$ cat src/rtl/ram_arb_pkg.sv
// ram_arb_pkg: shared types and helpers for the two-requester RAM arbiter.
//   arb_state_e  - arbiter ownership state (idle / requester 0 owns / requester 1 owns)
//   REQ0, REQ1   - requester identifiers used by last_grant and rd_owner
//   cnt_width()  - width of a beat counter able to hold 0..burst_max
package ram_arb_pkg;

  typedef enum logic [1:0] {
    ST_IDLE = 2'd0,
    ST_OWN0 = 2'd1,
    ST_OWN1 = 2'd2
  } arb_state_e;

  localparam logic REQ0 = 1'b0;
  localparam logic REQ1 = 1'b1;

  // Bits needed to count 0..burst_max inclusive; never less than one bit.
  function automatic int cnt_width(input int burst_max);
    int w;
    w = $clog2(burst_max + 1);
    if (w < 1) w = 1;
    return w;
  endfunction

endpackage

$ cat src/rtl/rr_pick2.sv
// rr_pick2: combinational grant decision for the two-requester RAM arbiter.
// Inputs : state (current owner), cnt (beats granted to the current owner),
//          valid0/valid1 (pending requests), last_grant (most recent winner).
// Outputs: gnt0/gnt1 (one-hot or zero grant), state_nxt (owner after this cycle).
// The owner keeps the grant until it drops valid, or until it has used
// BURST_MAX beats while the other requester waits. Ties from idle go to the
// requester that did not win last.
module rr_pick2
  import ram_arb_pkg::*;
#(
  parameter int BURST_MAX = 4,
  parameter int CNT_W     = cnt_width(BURST_MAX)
) (
  input  arb_state_e       state,
  input  logic [CNT_W-1:0] cnt,
  input  logic             valid0,
  input  logic             valid1,
  input  logic             last_grant,
  output logic             gnt0,
  output logic             gnt1,
  output arb_state_e       state_nxt
);

  localparam logic [CNT_W-1:0] CNT_MAX = CNT_W'(BURST_MAX);

  always_comb begin
    gnt0 = 1'b0;
    gnt1 = 1'b0;
    case (state)
      ST_OWN0: begin
        if (valid0 && ((cnt < CNT_MAX) || !valid1)) gnt0 = 1'b1;
        else if (valid1)                             gnt1 = 1'b1;
      end
      ST_OWN1: begin
        if (valid1 && ((cnt < CNT_MAX) || !valid0)) gnt1 = 1'b1;
        else if (valid0)                             gnt0 = 1'b1;
      end
      default: begin
        if (valid0 && valid1) begin
          if (last_grant == REQ1) gnt0 = 1'b1;
          else                    gnt1 = 1'b1;
        end else if (valid0) begin
          gnt0 = 1'b1;
        end else if (valid1) begin
          gnt1 = 1'b1;
        end
      end
    endcase

    if (gnt0)      state_nxt = ST_OWN0;
    else if (gnt1) state_nxt = ST_OWN1;
    else           state_nxt = ST_IDLE;
  end

endmodule

$ cat src/rtl/sync_ram_arbiter.sv
// sync_ram_arbiter: round-robin, burst-bounded arbiter in front of a
// single-port synchronous RAM (one-cycle registered read, read-first).
// Ports:
//   clk, rst_n                       clock, async active-low reset
//   reqN_valid/we/addr/wdata (in)    requester N access, held until accepted
//   reqN_ready (out)                 access N accepted this cycle
//   rspN_valid/rdata (out)           read data for requester N, one cycle
//                                    after acceptance
//   ram_we/ram_addr/ram_din (out)    RAM drive from the granted requester
//   ram_dout (in)                    RAM registered read data
//   dbg_state (out)                  current arbiter state, for observation
// Handshake: a transfer happens on a rising edge where reqN_valid and
// reqN_ready are both high; ready is combinational from state and both
// valids, and is held low while rst_n is low. Responses have no backpressure.
module sync_ram_arbiter
  import ram_arb_pkg::*;
#(
  parameter int DATA_WIDTH = 8,
  parameter int ADDR_WIDTH = 4,
  parameter int BURST_MAX  = 4
) (
  input  logic                  clk,
  input  logic                  rst_n,
  input  logic                  req0_valid,
  output logic                  req0_ready,
  input  logic                  req0_we,
  input  logic [ADDR_WIDTH-1:0] req0_addr,
  input  logic [DATA_WIDTH-1:0] req0_wdata,
  output logic                  rsp0_valid,
  output logic [DATA_WIDTH-1:0] rsp0_rdata,
  input  logic                  req1_valid,
  output logic                  req1_ready,
  input  logic                  req1_we,
  input  logic [ADDR_WIDTH-1:0] req1_addr,
  input  logic [DATA_WIDTH-1:0] req1_wdata,
  output logic                  rsp1_valid,
  output logic [DATA_WIDTH-1:0] rsp1_rdata,
  output logic                  ram_we,
  output logic [ADDR_WIDTH-1:0] ram_addr,
  output logic [DATA_WIDTH-1:0] ram_din,
  input  logic [DATA_WIDTH-1:0] ram_dout,
  output arb_state_e            dbg_state
);

  localparam int               CNT_W   = cnt_width(BURST_MAX);
  localparam logic [CNT_W-1:0] CNT_MAX = CNT_W'(BURST_MAX);

  arb_state_e       state_q, state_d;
  logic [CNT_W-1:0] cnt_q, cnt_d;
  logic             last_grant_q, last_grant_d;
  logic             rd_pend_q, rd_pend_d;
  logic             rd_owner_q, rd_owner_d;

  logic             pick_gnt0, pick_gnt1;
  arb_state_e       pick_state;
  logic             gnt0, gnt1;

  rr_pick2 #(
    .BURST_MAX (BURST_MAX),
    .CNT_W     (CNT_W)
  ) u_pick (
    .state      (state_q),
    .cnt        (cnt_q),
    .valid0     (req0_valid),
    .valid1     (req1_valid),
    .last_grant (last_grant_q),
    .gnt0       (pick_gnt0),
    .gnt1       (pick_gnt1),
    .state_nxt  (pick_state)
  );

  // Gate with rst_n so nothing is accepted or written while reset is held,
  // including the cycle in which reset asserts.
  assign gnt0 = pick_gnt0 & rst_n;
  assign gnt1 = pick_gnt1 & rst_n;

  always_comb begin
    state_d = pick_state;

    // Continuing owner counts up and saturates; a fresh owner starts at 1.
    if (((state_q == ST_OWN0) && gnt0) || ((state_q == ST_OWN1) && gnt1)) begin
      cnt_d = (cnt_q == CNT_MAX) ? cnt_q : cnt_q + CNT_W'(1);
    end else if (gnt0 || gnt1) begin
      cnt_d = CNT_W'(1);
    end else begin
      cnt_d = '0;
    end

    last_grant_d = last_grant_q;
    if (gnt1)      last_grant_d = REQ1;
    else if (gnt0) last_grant_d = REQ0;

    rd_pend_d  = (gnt0 && !req0_we) || (gnt1 && !req1_we);
    rd_owner_d = gnt1 ? REQ1 : REQ0;

    ram_we   = 1'b0;
    ram_addr = '0;
    ram_din  = '0;
    if (gnt0) begin
      ram_we   = req0_we;
      ram_addr = req0_addr;
      ram_din  = req0_wdata;
    end else if (gnt1) begin
      ram_we   = req1_we;
      ram_addr = req1_addr;
      ram_din  = req1_wdata;
    end
  end

  always_ff @(posedge clk or negedge rst_n) begin
    if (!rst_n) begin
      state_q      <= ST_IDLE;
      cnt_q        <= '0;
      last_grant_q <= REQ1;
      rd_pend_q    <= 1'b0;
      rd_owner_q   <= REQ0;
    end else begin
      state_q      <= state_d;
      cnt_q        <= cnt_d;
      last_grant_q <= last_grant_d;
      rd_pend_q    <= rd_pend_d;
      rd_owner_q   <= rd_owner_d;
    end
  end

  assign req0_ready = gnt0;
  assign req1_ready = gnt1;

  assign rsp0_valid = rd_pend_q && (rd_owner_q == REQ0);
  assign rsp1_valid = rd_pend_q && (rd_owner_q == REQ1);
  assign rsp0_rdata = ram_dout;
  assign rsp1_rdata = ram_dout;

  assign dbg_state = state_q;

endmodule

$ cat config.mk
export PLATFORM = sky130hd
export DESIGN_NAME = sync_ram_arbiter
export DESIGN_NICKNAME = d
export VERILOG_FILES = /design/src/rtl/ram_arb_pkg.sv /design/src/rtl/rr_pick2.sv /design/src/rtl/sync_ram_arbiter.sv
export SDC_FILE = /design/constraint.sdc
export NUM_CORES = 1
export LEC_CHECK = 0
export BUFFER_PORTS_ARGS = -buffer_cell sky130_fd_sc_hd__buf_2
export CORE_MARGIN = 4
export CORE_UTILIZATION = 32
export CTS_CLUSTER_DIAMETER = 60
export CTS_CLUSTER_SIZE = 8
export DETAILED_ROUTE_END_ITERATION = 8
export PLACE_DENSITY_LB_ADDON = 0.15
export SYNTH_ARGS = -nofsm -noshare
export SYNTH_HDL_FRONTEND = slang
export SYNTH_SLANG_ARGS = --single-unit
$ cat constraint.sdc
create_clock -name clk -period 1.9 [get_ports clk]
set_input_delay 0.095 -clock clk [delete_from_list [all_inputs] [get_ports clk]]
set_output_delay 0.095 -clock clk [all_outputs]
set_load 0.1 [all_outputs]
* After elaboration in Yosys (flattened, before gate mapping)
Cells that the tools add are included.
** Cells by class
- Add/subtract/negate cells :: 1
- $mul :: 0
- Div/mod/pow operators :: 0
- $lt $le $gt $ge :: 1
- Equal/unequal tests :: 4
- Shift-type cells :: 0
- Multiplexer cells :: 27
- Bitwise operators :: 3
- Reductions and logical operators :: 19
** Operators by type and width (count)
- $mux W1 :: 17
- $mux W8 :: 2
- $logic_and A1 B1 Y1 :: 9
- $mux W4 :: 2
- $mux W3 :: 2
- $logic_or A1 B1 Y1 :: 5
- $logic_not A1 Y1 :: 4
- $mux W2 :: 2
- $pmux W1 S2 :: 2
- $add A3 B1 Y3 const B :: 1
- $eq A3 B3 Y1 const B :: 1
- $lt A3 B3 Y1 const B :: 1
- $and A1 B1 Y1 :: 2
- $eq A2 B1 Y1 const B :: 1
- $eq A2 B2 Y1 const B :: 1
- $ne A2 B2 Y1 const B :: 1
- $reduce_bool A2 Y1 :: 1
- $not A1 Y1 :: 1
** Storage, ports and cells
- Bits in registers :: 8
- Bits in latches :: 0
- RAM bits :: 0
- ROM bits :: 0
- Word-level logic and storage cells :: 60
- Memories kept :: 0

* Depth between registers and ports, before layout
Gate-level depths: netlist of run 1.
- Word-level depth :: 9
- Gate-level depth with buffers :: 9
- Gate-level depth less buffers :: 8

* By module
From an unflattened synthesis of run 1, not the netlist that was laid out.
** Second synthesis, totals
- Cell total of the unflattened synthesis :: 97
- Area, all modules :: 854.6 um^2
** By module, submodules not included
- sync_ram_arbiter :: instances 1, cells each 82, area an instance 734.5 um^2, sequential area each 201.4 um^2
- rr_pick2 :: instances 1, cells each 15, area an instance 120.1 um^2, sequential area each 0.0 um^2

* Least setup slack after synthesis of run 1
No wires, ideal clock.
- Path kind :: register to output
- Start point :: reg state_q[0] (netlist: dbg_state[0])
- End point :: out ram_we
- Arrival :: 4.296 ns
- Data required time :: 1.805 ns
- Setup slack :: -2.491 ns
- Cell stages (with the launch flop) :: 8
- Buffers on the path :: 0
- Cells stage by stage :: dfrtp_1 inv_1 ha_1 or4b_1 o2111a_2 nand2_4 nand2_1 o21ai_0
** RTL lines
- start, declared :: line sync_ram_arbiter.sv:48 : arb_state_e state_q, state_d;
- start signal, assigned :: line sync_ram_arbiter.sv:118 : state_q <= state_d;
- $eq A2 B2 Y1 / $eq A2 B1 Y1 (equally long branches) :: line rr_pick2.sv:29 : case (state)
- $pmux W1 S2 (*) :: line rr_pick2.sv:29
- net pick_gnt0 :: line sync_ram_arbiter.sv:54 : logic pick_gnt0, pick_gnt1;
- $and A1 B1 Y1 (*) :: line sync_ram_arbiter.sv:74 : assign gnt0 = pick_gnt0 & rst_n;
- $mux W1 (*) :: line sync_ram_arbiter.sv:99 : if (gnt0) begin
- end, declared :: line sync_ram_arbiter.sv:38 : output logic ram_we,
The timed path passes the listed nets; every way through them passes the cells marked *.

* Worst setup path after layout of run 1
Same ends and word-level chain as after synthesis.

==> results of run 1 <==
## flip-flops by register name (all words and copies together), names as in the netlist
name and cells:
cnt_q 3, dbg_state 2, last_grant_q 1, rd_owner_q 1, rd_pend_q 1
## cells in the mapped netlist
cell       count
or4b_1         1
or2_2          1
a31o_2         1
a32o_1         1
and2_1         1
a21boi_0       1
o2111a_2       1
inv_1          5
inv_2          1
buf_4         17
a22o_1        12
nor4b_1        1
a31oi_1        1
o22ai_1        1
dfstp_2        1
nand2_4        1
nor3_1         1
dfrtp_1        7
nand3_1        1
nand2_1        8
nand3b_1       1
nand4bb_1      1
nor2b_1        1
xnor2_1        1
nand2b_1       1
o21ai_0        1
nor4bb_1       1
buf_6          1
a2bb2oi_1      1
nor2_1         3
a21oi_1        2
ha_1           4
## final cells by class
| type | instances | area, um^2 |
|---|---|---|
| clock buffer | 4 | 26.28 |
| fill | 177 | 696.9 |
| inverter | 6 | 33.78 |
| multi-input combinational | 50 | 585.6 |
| sequential | 8 | 209.0 |
| tap | 28 | 35.03 |
| timing repair buffer | 66 | 625.6 |
## per-layer routing
metal | vias to the layer above | global-route usage (%) | share of wire (%)
met5 | - | 0 | 0
met4 | 0 | 7.797 | 1.8
met3 | 9 | 6.497 | 8.6
met2 | 28 | 29.72 | 55
met1 | 385 | 15.80 | 34
li1 | 386 | - | -
## worst max-delay path, delay by kind of cell, from the launching register on
| kind | cells | cell delay (ns) |
|---|---|---|
| adders and majority gates | 1 | 0.20 |
| and+or+nand+nor | 3 | 0.63 |
| DFF | 1 | 0.50 |
| AOI/OAI and AO/OA | 2 | 0.33 |
| buffers and inverters | 3 | 0.39 |
## power groups by stage
stage                     Clock [uW]  Sequential [uW]  Combinational [uW]
after global placement             0              291                2050
final                            145              292                2220
after detailed placement           0              296                2060
after floorplan                    0              415                1460
after CTS                        151              292                2190
after global routing             168              302                2310
## metrics by stage
| step | power (uW) | worst slack (ns) |
|---|---|---|
| 2_1_floorplan | 1877 | -0.4720 |
| 6_report | 2659 | -0.4960 |
| 3_5_place_dp | 2351 | -0.2727 |
| 4_1_cts | 2637 | -0.4982 |
| 5_1_grt | 2780 | -0.5980 |
| 3_3_place_gp | 2336 | -0.2601 |
## logic make-up after synthesis
logic type               count (synthesis)
AO/OA/AOI/OAI                           22
XOR/XNOR                                 1
adder cells (fa/ha/maj)                  4
buffers and inverters                   24
flip-flops                               8
AND/OR/NAND/NOR                         23
## repair_timing
action | in CTS | in global routing
buffers inserted | 1 | 3
setup endpoints to repair | 20 | 22
resized for setup | 18 | 1
gates cloned | 1 | 0
hold buffers | 1 | 0
endpoints found under the hold margin | 7 | 0
pin swaps | 5 | 4
## how the worst max path moves through the flow
stage,slack (ns),to,from,cells past startpoint
5_1_grt,-0.60,ram_we,dbg_state[0]$_DFF_PN0_,9
3_5_place_dp,-0.27,ram_din[7],dbg_state[0]$_DFF_PN0_,8
2_1_floorplan,-0.47,ram_we,dbg_state[0]$_DFF_PN0_,7
6_report,-0.50,ram_we,dbg_state[0]$_DFF_PN0_,9
4_1_cts,-0.50,ram_addr[2],dbg_state[0]$_DFF_PN0_,8
3_3_place_gp,-0.26,ram_addr[3],dbg_state[0]$_DFF_PN0_,8
==> impl_results.md, run 1 <==
* DRC at 0
* Synth Area in Compound Gates at 24.45%
* Endpoint, Worst Hold: rd_pend_q$_DFF_PN0_
* Least-Margin Pin Slew at 0.4913 ns
* Ys Warns at 0
* Design area at ~0.0015 mm^2
* Pin count of the biggest net entering global routing at 15
* Hold_sp: req0_we
* Setup Viol. Count Final at 21
* Final slew viol count at 0
* Buffers added on ports at 48
* Critical-path maximum fanout at 4
* Total grt overflow at 0
* R2R Path Start: dbg_state[0]$_DFF_PN0_
* Maximum clock rate at between 0.4 and 0.5 GHz
* Sequential share of power at 11.0%
* Clock root buffer master: clkbuf_4
* Mux contribution to synthesized area at 0%
* Total CTS buffers at 3
* Die extent in y at between 50 and 60 um
* Int Power at around 1200 uW
* Final hold violation count at 0
* Commonest non-fill, non-tap cell in the layout: buf_2
* Sw frac at between 50% and 60%
* Max Root-Sink Buffers at 2
* Drt first pass iters at 6
* Top cell by count, worst path: nand2_4
* WHS Path Cells at 2
* Crit Path Class: reg -> out
* Placed cells at ~150
* Synth Net Count at roughly 120
* Type of origin of the critical path: register
* Vias per cell at around 5.0
* Gate power share at about 84%
* Routability cong. at between 0.7 and 0.8
* Clock share of power at under 10%
* Final setup TNS at -8.052 ns
* CTS tree: done
* Unrepaired setup endpoints after global routing: true
* Core area at about 0.0022 mm^2
* Commonest non-fill, non-tap cells in the layout: 33 x buf_2, 15 x buf_12, 12 x a22o_4
* VDD IR max at roughly 0.0012 V
* # IOs at 73
* PD cells at 1755 mW/mm^2
* Slowest cell on the critical path: dfrtp_4
* Area after DPL at 0.001350 mm^2
* Synth area leader: dfrtp_1
* Worst hold margin at 0.04399 ns
* Chip width at 55.99 um
* CTS clk-pin slew, worst paths at approximately 0.060 ns
* Post-DP HPWL at 1871 um
* Failing checks: negative setup slack
* Fin crit share at 126.1%
* Max_slew headroom at between 60% and 70%
* Minimum clock period at 2.396 ns
* Synth area leaders: dfrtp_1 24%, buf_4 17%, a22o_1 14%
* Leak pwr at 0.0007227 uW
* Synth top area share at between 20% and 30%
* Nets at 177
* Initial DRC count at 5
* XOR/XNOR Fraction of Synth Area at 1.188%
* Hold Path Class: in -> reg
* Die area at 0.003135 mm^2
* Seq/Total Area, Yosys at ~27%
* Simple logic cell fraction of the synthesized area at 18.34%
* Cells after Synth at 82
* Reg2reg end: cnt_q[0]$_DFFE_PN0P_
* First-pass GRT wire length at roughly 4000 um
* Clock skew at 0.003534 ns
* Fin cells at approximately 160
* Yosys cell types at 32
* Adder-cell area share of the yosys netlist at under 10%
* Starting Density at roughly 33%
* Worst setup margin at -0.4960 ns
* Synth-to-layout area growth at 105.6%
* Util after Layout at 68.50%
* H-tree levels at 1
* Routed WL at about 2400 um
* Internal reg-to-reg setup slack at -0.30 ns
* Average wire per standard cell at around 15 um
* Via count at just over 800
* Worst EP required at about 1.8 ns
* Number of global-route vias before repair at approximately 880
* Worst EP arrival at around 2.3 ns
* Synth Register Bits at 8
* Crit-path max cell delay at ~0.50 ns
* Worst Reg2Reg Path Length in Cells at 9
* Status: finished with violations
* Gr usage total at approximately 16%
* Largest family of logic cells by synthesized area: compound AO/OA/AOI/OAI gates
* Number of clock sinks at 8
* DRT antenna net count at 0
* Rows at 17
* Synthesized area at 737.0 um^2
* Cell chain of the critical path: inv_2 -> ha_4 -> or4b_1 -> o2111a_2 -> nand2_4 -> buf_6 -> nand2_4 -> o21ai_4 -> buf_12
* Syn_area_per_cell at between 8 and 9 um^2
* Antenna violations before repair at 0
* ANT cells at 0
* Psw at roughly 1500 uW
* Share of layout cells above drive strength 1 at roughly three quarters
* Worst skew pair latency at 0.25 ns
* Crit end category: output port
* Max-cap viol count at 0
Power figures use the tool's default switching activity.
==> run 2, diff against run 1 <==
--- a/config.mk
+++ b/config.mk
@@ -7,7 +7,7 @@
 export LEC_CHECK = 0
 export BUFFER_PORTS_ARGS = -buffer_cell sky130_fd_sc_hd__buf_2
 export CORE_MARGIN = 4
-export CORE_UTILIZATION = 32
+export CORE_UTILIZATION = 38
 export CTS_CLUSTER_DIAMETER = 60
 export CTS_CLUSTER_SIZE = 8
 export DETAILED_ROUTE_END_ITERATION = 8
==> constraint.sdc (replaced) <==
create_clock -name clk -period 3 [get_ports clk]
set_input_delay 0.6 -clock clk [delete_from_list [all_inputs] [get_ports clk]]
set_output_delay 0.6 -clock clk [all_outputs]
set_load 0.1 [all_outputs]
==> run 2 against run 1 <==
  * The flow now finishes without violations
  * Hold slack gained 0.14 ns
  * Wire length fell by 12%
  * Largest cell class unchanged
  * Highest routed layer unchanged
  * Flip-flop and latch count stayed put
==> impl_results.md, run 2 (synthesis gave the netlist of run 1 again) <==
* Crit Path Class: reg -> out
* Initial DRC count at 9 (+4)
* Number of clock sinks at 8 (unchanged)
* Core area at 0.001783 mm^2 (-19%)
* Gr usage total at 15.00% (-1.3 points)
* Routed WL at 2113 um (-12%)
* Design area at 0.001197 mm^2 (-21%)
* ANT cells at 0 (unchanged)
* Die area at 0.002708 mm^2 (-14%)
* Max FFs per register at 3 (unchanged)
* Commonest non-fill, non-tap cell in the layout: buf_2
* # IOs at 73 (unchanged)
* CTS clk-pin slew, worst paths at 0.07 ns (about the same)
* DRC at 0 (unchanged)
* Die extent in y at 52.04 um (-7.1%)
* H-tree levels at 1 (unchanged)
* Clock root buffer master: clkbuf_4
* Clock skew at 0.01748 ns (+0.01394 ns)
* Least-Margin Pin Slew at 0.4863 ns (-0.005008 ns)
* CTS tree: done
* # fillers at 134 (-24%)
* Worst EP arrival at 2.35 ns (+0.05 ns)
* Tot Pwr at 1453 uW (-45%)
* Commonest non-fill, non-tap cells in the layout: 35 x buf_2, 13 x buf_12, 12 x a22o_2
* DRT antenna net count at 0 (unchanged)
* PD cells at 1213 mW/mm^2 (-31%)
* Util after Layout at 67.16% (-1.3 points)
* Total CTS buffers at 3 (unchanged)
* Worst hold margin at 0.1888 ns (+0.1448 ns)
* Final setup TNS at 0 ns (+8.052 ns)
* Final slew viol count at 0 (unchanged)
* Leak pwr at 0.0005772 uW (-20%)
* Number of global-route vias before repair at 703 (-20%)
* Crit end category: output port
* Sequential share of power at 12.4% (+1.4 points)
* Clock share of power at 6.4% (+0.9 points)
* Antenna violations before repair at 0 (unchanged)
* Area after DPL at 0.001106 mm^2 (-18%)
* Status: finished clean
* Max Root-Sink Buffers at 2 (unchanged)
* Routability cong. at 0.9101 (+19%)
* Total grt overflow at 0 (unchanged)
* Type of origin of the critical path: register
* Fin crit share at 98.45%
* First-pass GRT wire length at 3036 um (-24%)
* Int Power at 608.5 uW (-49%)
* Gate power share at 81.2% (-2.4 points)
* Share of layout cells above drive strength 1 at 67.77% (-7.6 points)
* Minimum clock period at a little under 3 ns
* Rows at 15 (-2)
* VDD IR max at 0.0006227 V (-47%)
* Final hold violation count at 0 (unchanged)
* Hold Path Class: in -> async
* Synth-to-layout area growth at 62.48%
* Chip width at 52.04 um (-7.1%)
* Worst skew pair latency at 0.27 ns (+0.02 ns)
* Largest Register: cnt_q
* Maximum clock rate at around 0.34 GHz
* Nets at 164 (-7.3%)
* Setup Viol. Count Final at 0 (-100%)
* Average wire per standard cell at 14.47 um (-2.4%)
* # hold bufs at CTS at 0 (-1)
* Critical-path maximum fanout at 14 (+10)
* Buffers added on ports at 48 (unchanged)
* Starting Density at 41.33% (+8.0 points)
* Worst EP required at 2.40 ns (+0.60 ns)
* Psw at 844.5 uW (-42%)
* Drt first pass iters at 4 (-2)
* Vias per cell at 4.959 (-0.58%)
* Max_slew headroom at 67.80% (+0.33 points)
* Max-cap viol count at 0 (unchanged)
* Post-DP HPWL at 1624 um (-13%)
* Via count at 724 (-10%)
* Sw frac at 58.12% (+3.4 points)
* Pin count of the biggest net entering global routing at 15 (unchanged)
[run 2: metal layers]
layer  share of wire [%]  up-vias  wire [um]  GRT usage [%]
met1                  36      337        759          16.52
met4                0.80        0         17          6.987
met2                  56       26       1176          25.52
met3                 7.5        4        159          5.158
met5                   0        -          0              0
li1                    -      357          -              -
[run 2: worst paths after layout]
path                            depth (start not counted)                  endpoint  slack [ns]                startpoint
worst max-delay path                                    8                ram_din[7]        0.05    dbg_state[0]$_DFF_PN0_
worst min-delay path                                    1      cnt_q[0]$_DFFE_PN0P_        0.19                     rst_n
worst max register to register                          9      cnt_q[0]$_DFFE_PN0P_        0.72    dbg_state[0]$_DFF_PN0_
worst min register to register                          2  last_grant_q$_DFFE_PN1P_        0.48  last_grant_q$_DFFE_PN1P_
max in group asynchronous                               1  last_grant_q$_DFFE_PN1P_        2.53                     rst_n
min in group clk                                        2  last_grant_q$_DFFE_PN1P_        0.48  last_grant_q$_DFFE_PN1P_
[run 2: worst max-delay path, stage by stage, from the launching register on]
cell,delay (ns)
dfrtp_4,0.49
inv_2,0.08
ha_4,0.22
or4b_1,0.48
o2111a_2,0.19
nand2_4,0.11
inv_4,0.07
a22o_2,0.28
buf_12,0.17
[run 2: area by class of cell]
| cell class | instances | area (um^2) | area share (%) |
|---|---|---|---|
| clock buffers | 4 | 26.28 | 2.194 |
| inverters | 6 | 25.02 | 2.090 |
| multi-input cells | 50 | 429.2 | 35.84 |
| flip-flops and latches | 8 | 209.0 | 17.45 |
| well taps | 25 | 31.28 | 2.612 |
| repair buffers | 53 | 476.7 | 39.81 |
[run 2: repair_timing]
action	4_1_cts	5_1_grt
gates cloned	0	1
resized for setup	1	9
endpoints found under the setup margin	12	13
buffers inserted	1	2
pin swaps	1	0
[run 2: stage by stage]
stage / cells / worst slack [ns]
floorplan: 82 / -0.09617
detailed placement: 138 / 0.2145
global placement: 138 / 0.2657
global route: 146 / -0.01148
CTS: 143 / 0.002455
finish: 146 / 0.04636
[run 2: power groups by stage]
stage                     sequential, uW  combinational, uW  clock, uW
after floorplan                      254                818          0
after global placement               175               1100          0
after detailed placement             178               1100          0
after CTS                            179               1130       95.9
after global routing                 187               1230        101
final                                180               1180       93.1
